--- src/rtl/alu_arbiter.sv ---
// Two-port arbiter that shares one combinational ALU between the execute stage (port 0)
// and the auxiliary requester (port 1), with registered ALU inputs and a held result.
module alu_arbiter #(
  parameter int unsigned M_WIDTH    = 8,
  parameter int unsigned FIXED_PRIO = 0
) (
  input  logic               clk,
  input  logic               rst,
  input  logic               req0_valid,
  output logic               req0_ready,
  input  logic [2:0]         req0_funct3,
  input  logic               req0_modifier,
  input  logic [M_WIDTH-1:0] req0_in1,
  input  logic [M_WIDTH-1:0] req0_in2,
  output logic               resp0_valid,
  input  logic               resp0_ready,
  output logic [M_WIDTH-1:0] resp0_data,
  input  logic               req1_valid,
  output logic               req1_ready,
  input  logic [2:0]         req1_funct3,
  input  logic               req1_modifier,
  input  logic [M_WIDTH-1:0] req1_in1,
  input  logic [M_WIDTH-1:0] req1_in2,
  output logic               resp1_valid,
  input  logic               resp1_ready,
  output logic [M_WIDTH-1:0] resp1_data,
  output logic [2:0]         alu_funct3,
  output logic               alu_modifier,
  output logic [M_WIDTH-1:0] alu_in1,
  output logic [M_WIDTH-1:0] alu_in2,
  input  logic [M_WIDTH-1:0] alu_out
);

  localparam int unsigned F3_W  = 3;
  localparam bit          FIXED = (FIXED_PRIO != 0);

  typedef struct packed {
    logic [F3_W-1:0]    funct3;
    logic               modifier;
    logic [M_WIDTH-1:0] in1;
    logic [M_WIDTH-1:0] in2;
  } op_t;

  typedef enum logic [1:0] {
    IDLE = 2'd0,
    EXEC = 2'd1,
    RESP = 2'd2
  } state_e;

  state_e             state_q, state_d;
  op_t                op_q, op_d;
  logic               grant_q, grant_d;
  logic               last_grant_q, last_grant_d;
  logic [M_WIDTH-1:0] result_q, result_d;

  logic win0, win1, accept, resp_hs;
  op_t  req0_op, req1_op;

  assign req0_op = '{funct3: req0_funct3, modifier: req0_modifier, in1: req0_in1, in2: req0_in2};
  assign req1_op = '{funct3: req1_funct3, modifier: req1_modifier, in1: req1_in1, in2: req1_in2};

  // Winner selection: a lone requester wins; on a tie, fixed priority or the port not served last.
  always_comb begin
    win0    = req0_valid & (~req1_valid | FIXED | last_grant_q);
    win1    = req1_valid & ~win0;
    accept  = (state_q == IDLE) & (win0 | win1);
    resp_hs = (state_q == RESP) & (grant_q ? resp1_ready : resp0_ready);
  end

  always_ff @(posedge clk or posedge rst) begin
    if (rst) begin
      state_q <= IDLE;
    end else begin
      state_q <= state_d;
    end
  end

  always_comb begin
    state_d = state_q;
    case (state_q)
      IDLE:    if (accept) state_d = EXEC;
      EXEC:    state_d = RESP;
      RESP:    if (resp_hs) state_d = IDLE;
      default: state_d = IDLE;
    endcase
  end

  // Ready is offered only while idle; the response is steered to the granted port alone.
  always_comb begin
    req0_ready  = 1'b0;
    req1_ready  = 1'b0;
    resp0_valid = 1'b0;
    resp1_valid = 1'b0;
    resp0_data  = '0;
    resp1_data  = '0;
    if (state_q == IDLE) begin
      req0_ready = win0;
      req1_ready = win1;
    end
    if (state_q == RESP) begin
      if (grant_q) begin
        resp1_valid = 1'b1;
        resp1_data  = result_q;
      end else begin
        resp0_valid = 1'b1;
        resp0_data  = result_q;
      end
    end
  end

  // Operation is sampled on the accept edge; the ALU result is captured after one stable cycle.
  always_comb begin
    op_d         = op_q;
    grant_d      = grant_q;
    last_grant_d = last_grant_q;
    result_d     = result_q;
    if (accept) begin
      op_d    = win1 ? req1_op : req0_op;
      grant_d = win1;
    end
    if (state_q == EXEC) begin
      result_d = alu_out;
    end
    if (resp_hs) begin
      last_grant_d = grant_q;
    end
  end

  always_ff @(posedge clk or posedge rst) begin
    if (rst) begin
      op_q         <= '0;
      grant_q      <= 1'b0;
      last_grant_q <= 1'b1;
      result_q     <= '0;
    end else begin
      op_q         <= op_d;
      grant_q      <= grant_d;
      last_grant_q <= last_grant_d;
      result_q     <= result_d;
    end
  end

  assign alu_funct3   = op_q.funct3;
  assign alu_modifier = op_q.modifier;
  assign alu_in1      = op_q.in1;
  assign alu_in2      = op_q.in2;

endmodule

--- config.mk ---
export PLATFORM = sky130hd
export DESIGN_NAME = alu_arbiter
export DESIGN_NICKNAME = d
export VERILOG_FILES = /design/src/rtl/alu_arbiter.sv
export SDC_FILE = /design/constraint.sdc
export NUM_CORES = 1
export LEC_CHECK = 0
export CORE_MARGIN = 2
export CORE_UTILIZATION = 38
export CTS_CLUSTER_DIAMETER = 50
export CTS_CLUSTER_SIZE = 14
export DETAILED_ROUTE_END_ITERATION = 8
export PLACE_DENSITY = 0.8
export SLEW_MARGIN = 20
export SYNTH_ARGS = -nofsm -noshare
export SYNTH_HDL_FRONTEND = slang
export SYNTH_SLANG_ARGS = --single-unit
--- constraint.sdc ---
create_clock -name clk -period 2 [get_ports clk]
set_input_delay 0.4 -clock clk [delete_from_list [all_inputs] [get_ports clk]]
set_output_delay 0.4 -clock clk [all_outputs]
set_load 0.02 [all_outputs]
After elaboration in Yosys (flattened, before gate mapping)
Index checks and enable logic that the tools add are counted.
{ "word_totals": {"out_inout_bits": 40, "wordCells": 37, "regBits": 32, "input_bits": 54} }
{ "op_classes": {"mux": 15, "n_eq_ne": 4, "n_reduce_logical": 2, "n_bitwise": 8} }
{ "ops": {"columns": ["cell", "n"], "rows": [
  ["two-way mux 8 bit", 4],
  ["two-way mux 20 bit", 1],
  ["two-way mux 1 bit", 7],
  ["case mux 2 bit (3 select lines)", 1],
  ["bitwise AND 1 bit", 4],
  ["two-way mux 2 bit", 2],
  ["inequality test 2 bit, second input constant", 2],
  ["equality test 2 x 1 -> 1 bit, second input constant", 1],
  ["equality test 2 bit, second input constant", 1],
  ["zero test 2 bit", 1],
  ["NOT 1 bit", 2],
  ["bitwise OR 1 bit", 2],
  ["AND reduction 2 bit", 1]
]} }

Depth between registers and ports, before layout
{ "depth": {"depth_word": 9, "mapped_depth": 4, "mapped_depth_nobuf": 3} }

Worst setup path before layout
No wires, ideal clock.
{ "synth_timing": {"path_type": "reg2out", "startpoint": "register state_q[1]", "endpoint": "output req1_ready", "t_arrival_ns": 1.120, "t_required_ns": 1.600, "stages_incl_launch_ff": 5, "slack_ns": 0.480, "path_buffers": 1, "cell_sequence": "dfrtp_1 -> nor2_1 -> o21ai_1 -> buf_2 -> nor2_1"} }
{ "synth_via": {"elab_chain_cells": 2} }
{ "synth_lines": {"columns": ["element", "line", "rtl"], "rows": [
  ["start: declaration", "50", "state_e state_q, state_d;"],
  ["start signal: assignment", "74", "state_q <= state_d;"],
  ["zero test 2 bit", "96", "if (state_q == IDLE) begin"],
  ["two-way mux 1 bit", "96", null],
  ["end: declaration", "19", "output logic req1_ready,"]
]} }
Every way passes these cells.

Worst setup path in the final report
{ "layout_timing": {"startpoint": "input req0_valid", "endpoint": "register op_q, in the netlist alu_in2[5]"} }
{ "layout_via": {"elab_chain_cells": 5, "elab_cells_between_ends": 6, "classes_between": "mux: 1; bitwise: 5"} }
{ "layout_lines": {"columns": ["element", "line", "rtl"], "rows": [
  ["start: declaration", "9", "input logic req0_valid,"],
  ["bitwise AND 1 bit *", "64", "win0 = req0_valid & (~req1_valid | FIXED | last_grant_q);"],
  ["NOT 1 bit", "65", "win1 = req1_valid & ~win0;"],
  ["bitwise AND 1 bit", "65", null],
  ["bitwise OR 1 bit", "66", "accept = (state_q == IDLE) & (win0 | win1);"],
  ["bitwise AND 1 bit", "66", null],
  ["end signal: assignment", "136", "op_q <= op_d;"],
  ["end: declaration", "51", "op_t op_q, op_d;"]
]} }
Every way passes the cells marked *; elsewhere a longest branch is shown, timed or not.
A chain may end at the register's enable or synchronous reset.

==> impl_metrics.toml <==
[status]
status = "finished, final reports clean"

[placed_design]
dpl.cell_count = 267
gp_congestion = 0.736
place_worst_setup_slack_ps = -297
place_hpwl_um = 2920
buffers_added_on_ports = 93

[timing]
final_report_setup_violation_count = 0
tightestPinTransition_ps = 402
setup_tns_after_final_layout_ps = 0
slew-limit-headroom_pct = 73.2
grt_setup_unrepaired = "false"
finalCriticalPeriod_ps = 1920
maxSlewViolCount = 0
timing.final.ws_setup_ps = 84.4
timing.final.crit_share_pct = 95.8
fmax_mhz = 522
number_of_endpoints_with_negative_hold_slack_in_the_final_report = 0
clock_tree_skew_after_final_layout_ps = 4.30

[synthesis]
synth.area.mux_share_pct = 37.3
synth-seq-area-share_pct = 47.6
yosys.cell_count.top_type = "dfrtp_1"
postSynth.asyncResetShare_pct = 100
synth_simple_gate_area_share_pct = 8.31
synth-compound-area-share_pct = 2.82
dominant_cell_type_by_area_after_synthesis = "dfrtp_1"
avgSynthCellArea_um2 = 13.5
post_synth_inst_count = 125
synthXorXnorAreaFrac_pct = 0
postSynthNetCount = 179
synth.ff_latch_count = 32
synth_cell_type_count = 19
synth_ff_type = "dfrtp_1"
arithmetic_cell_share_of_the_synthesized_area_counting_full_adders_half_adders_and_majority_gates_pct = 0
synth.top_cells.by_count = "31 x dfrtp_1, 30 x mux2_2, 18 x mux2_4"
post_synth_main_area_contributors = "dfrtp_1 46%, mux2_2 20%, mux2_4 16%"
main_combinational_cell_family_by_area_after_synthesis = "multiplexers"
synthesis.area_um2 = 1690
synth_edf_count = 0
yosys_warnings = 0
synth_top_cell_area_share_pct = 46.0

[floorplan]
die_y_um = 70.6
placementRows = 24
floorplan.initialDensity_pct = 39.0
design.die.area_um2 = 4980
floorplan.die.width_um = 70.6
core_region_area_um2 = 4320
pin_count = 94

[cells_and_area]
drive_gt1_share_pct = 29.6
finalNetCount = 276
final_cells = 275
number_of_inserted_filler_cells_in_the_final_layout = 347
diodes = 0
final-seq-area_um2 = 802
multi_input_comb_area_um2 = 820
areaGrowthSynthToFinish_pct = 63.8

[clocking]
cts.sink_count = 32
number_of_h_tree_levels = 2
cts_root_buffer = "clkbuf_8"
worst_skew_pair.late_latency_ps = 280
cts_made_buffers = 5
cts_tree = "yes"
post-cts-setup-buffers = 0
clock_path_buffers = 2
clkTransAtPathRegs_ps = 70

[worst_setup_path]
crit_path_start = "req0_valid"
timing.critical_path.fanout_max = 21
worstPathRequired_ps = 2170
cp.arrival_ps = 2080
worst-r2r-cell-count = 4
crit_path_end_kind = "flip-flop"
critical_path.reg2reg.startpoint = "last_grant_q$_DFFE_PP1P_"
termination_of_the_worst_setup_path = "alu_in2[5]$_DFFE_PP0P_"
setup.worst_path.class = "input pin to flip-flop"
regToRegSetupSlack_ps = 200
worstSetupStartpointType = "input pin"
regToRegEndpoint = "alu_in2[5]$_DFFE_PP0P_"

[worst_hold_path]
worst_min_delay_path_category = "flip-flop to flip-flop"

[route]
wirelength_um = 3830
drt-vias-per-instance = 4.74
post-route-drc-count = 0
detailroute.via_count = 1304
wl_per_cell_um = 13.9
antenna_violating_nets_post_route = 0
detailedRoute.firstIterationViolations = 31
dr.pass1.iters = 4

[power_and_ir_drop]
worst_ir_drop_vdd_v = 0.000539
p_per_area_nw_per_um2 = 1360
total_power_mw = 3.75
power.leakage_nw = 1.35

[grt]
first_global_vias = 1323
global_route.usage.total_pct = 15.7
antenna_found_initial = 0
maximum_number_of_pins_on_one_net_before_global_route_repair = 33
global_route_wire_length_before_repair_um = 6130
global_route.overflow_total = 0

[job]
drv_cap = 0
## sequential cells by signal, indices dropped and copies added, names as in the netlist
register      flops
state_q           2
alu_in2           8
alu_in1           8
alu_funct3        3
result_q          8
grant_q           1
last_grant_q      1
alu_modifier      1
## cells in the final DEF, fill, tap and decap left out
| cell | count |
|---|---|
| and3_1 | 16 |
| o21ai_2 | 1 |
| dfstp_2 | 1 |
| mux2_2 | 30 |
| a21o_1 | 1 |
| inv_1 | 4 |
| a21oi_1 | 2 |
| clkdlybuf4s50_1 | 73 |
| clkinvlp_4 | 1 |
| buf_4 | 6 |
| clkbuf_8 | 5 |
| a21bo_4 | 1 |
| clkinv_2 | 1 |
| dfrtp_1 | 31 |
| and2_1 | 2 |
| nor2_1 | 2 |
| bufinv_16 | 1 |
| mux2_4 | 18 |
| nor2b_1 | 2 |
| mux2i_1 | 2 |
| dlygate4sd2_1 | 19 |
| buf_2 | 1 |
| nand2_1 | 2 |
| o2bb2ai_1 | 1 |
## where the power goes
| part | switching (mW) | internal (mW) |
|---|---|---|
| combinational | 0.913 | 1.08 |
| sequential | 0.171 | 0.986 |
| clock | 0.232 | 0.368 |
## worst max-delay path: stages
cell             delay (ps)
clkdlybuf4s50_1         540
a21bo_4                 150
buf_4                   340
mux2_2                  390
mux2_2                  260
## worst min-delay path by stage
stage	start	cells past startpoint	endpoint	slack [ps]
2_1_floorplan	last_grant_q$_DFFE_PP1P_	1	last_grant_q$_DFFE_PP1P_	480
3_3_place_gp	alu_in2[3]$_DFFE_PP0P_	1	alu_in2[3]$_DFFE_PP0P_	490
3_5_place_dp	alu_in2[3]$_DFFE_PP0P_	1	alu_in2[3]$_DFFE_PP0P_	490
4_1_cts	last_grant_q$_DFFE_PP1P_	1	last_grant_q$_DFFE_PP1P_	510
5_1_grt	last_grant_q$_DFFE_PP1P_	1	last_grant_q$_DFFE_PP1P_	520
6_report	alu_in2[3]$_DFFE_PP0P_	1	alu_in2[3]$_DFFE_PP0P_	500
## logic make-up (layout without fill, tap and decap cells)
kind of cell,after synthesis,count (layout)
simple gates,24,24
buf+inv,13,111
mux,50,50
compound gates,6,6
flops,32,32
## repair_timing
action | CTS | global route
hold endpoints to repair | 0 | 0
resized for setup | 22 | 1
endpoints found under the setup margin | 20 | 1
hold buffers | 0 | 0
## routing by layer
layer	global-route usage [%]	wire [um]	share of wire, %
met1	18.4	1530	40
met4	5.03	39	1.0
met5	0	0	0
met2	27.0	1960	51
met3	5.84	303	7.9
## cell type report
type	count	share of cell area, %
well taps	52	2.36
inverters	4	0.544
clock inverters	3	1.54
repair buffers	99	34.3
multi-input cells	80	29.7
clock buffers	5	2.49
flip-flops and latches	32	29.1
## metrics by stage
stage,instance area [um2],hold WS (ps),util (%)
2_1_floorplan,1690,484,-
3_3_place_gp,2680,487,61.9
3_5_place_dp,2680,494,61.9
4_1_cts,2770,508,64.0
5_1_grt,2760,517,63.8
6_report,2760,503,63.8
No activity file was read; power rests on OpenSTA's default activity.
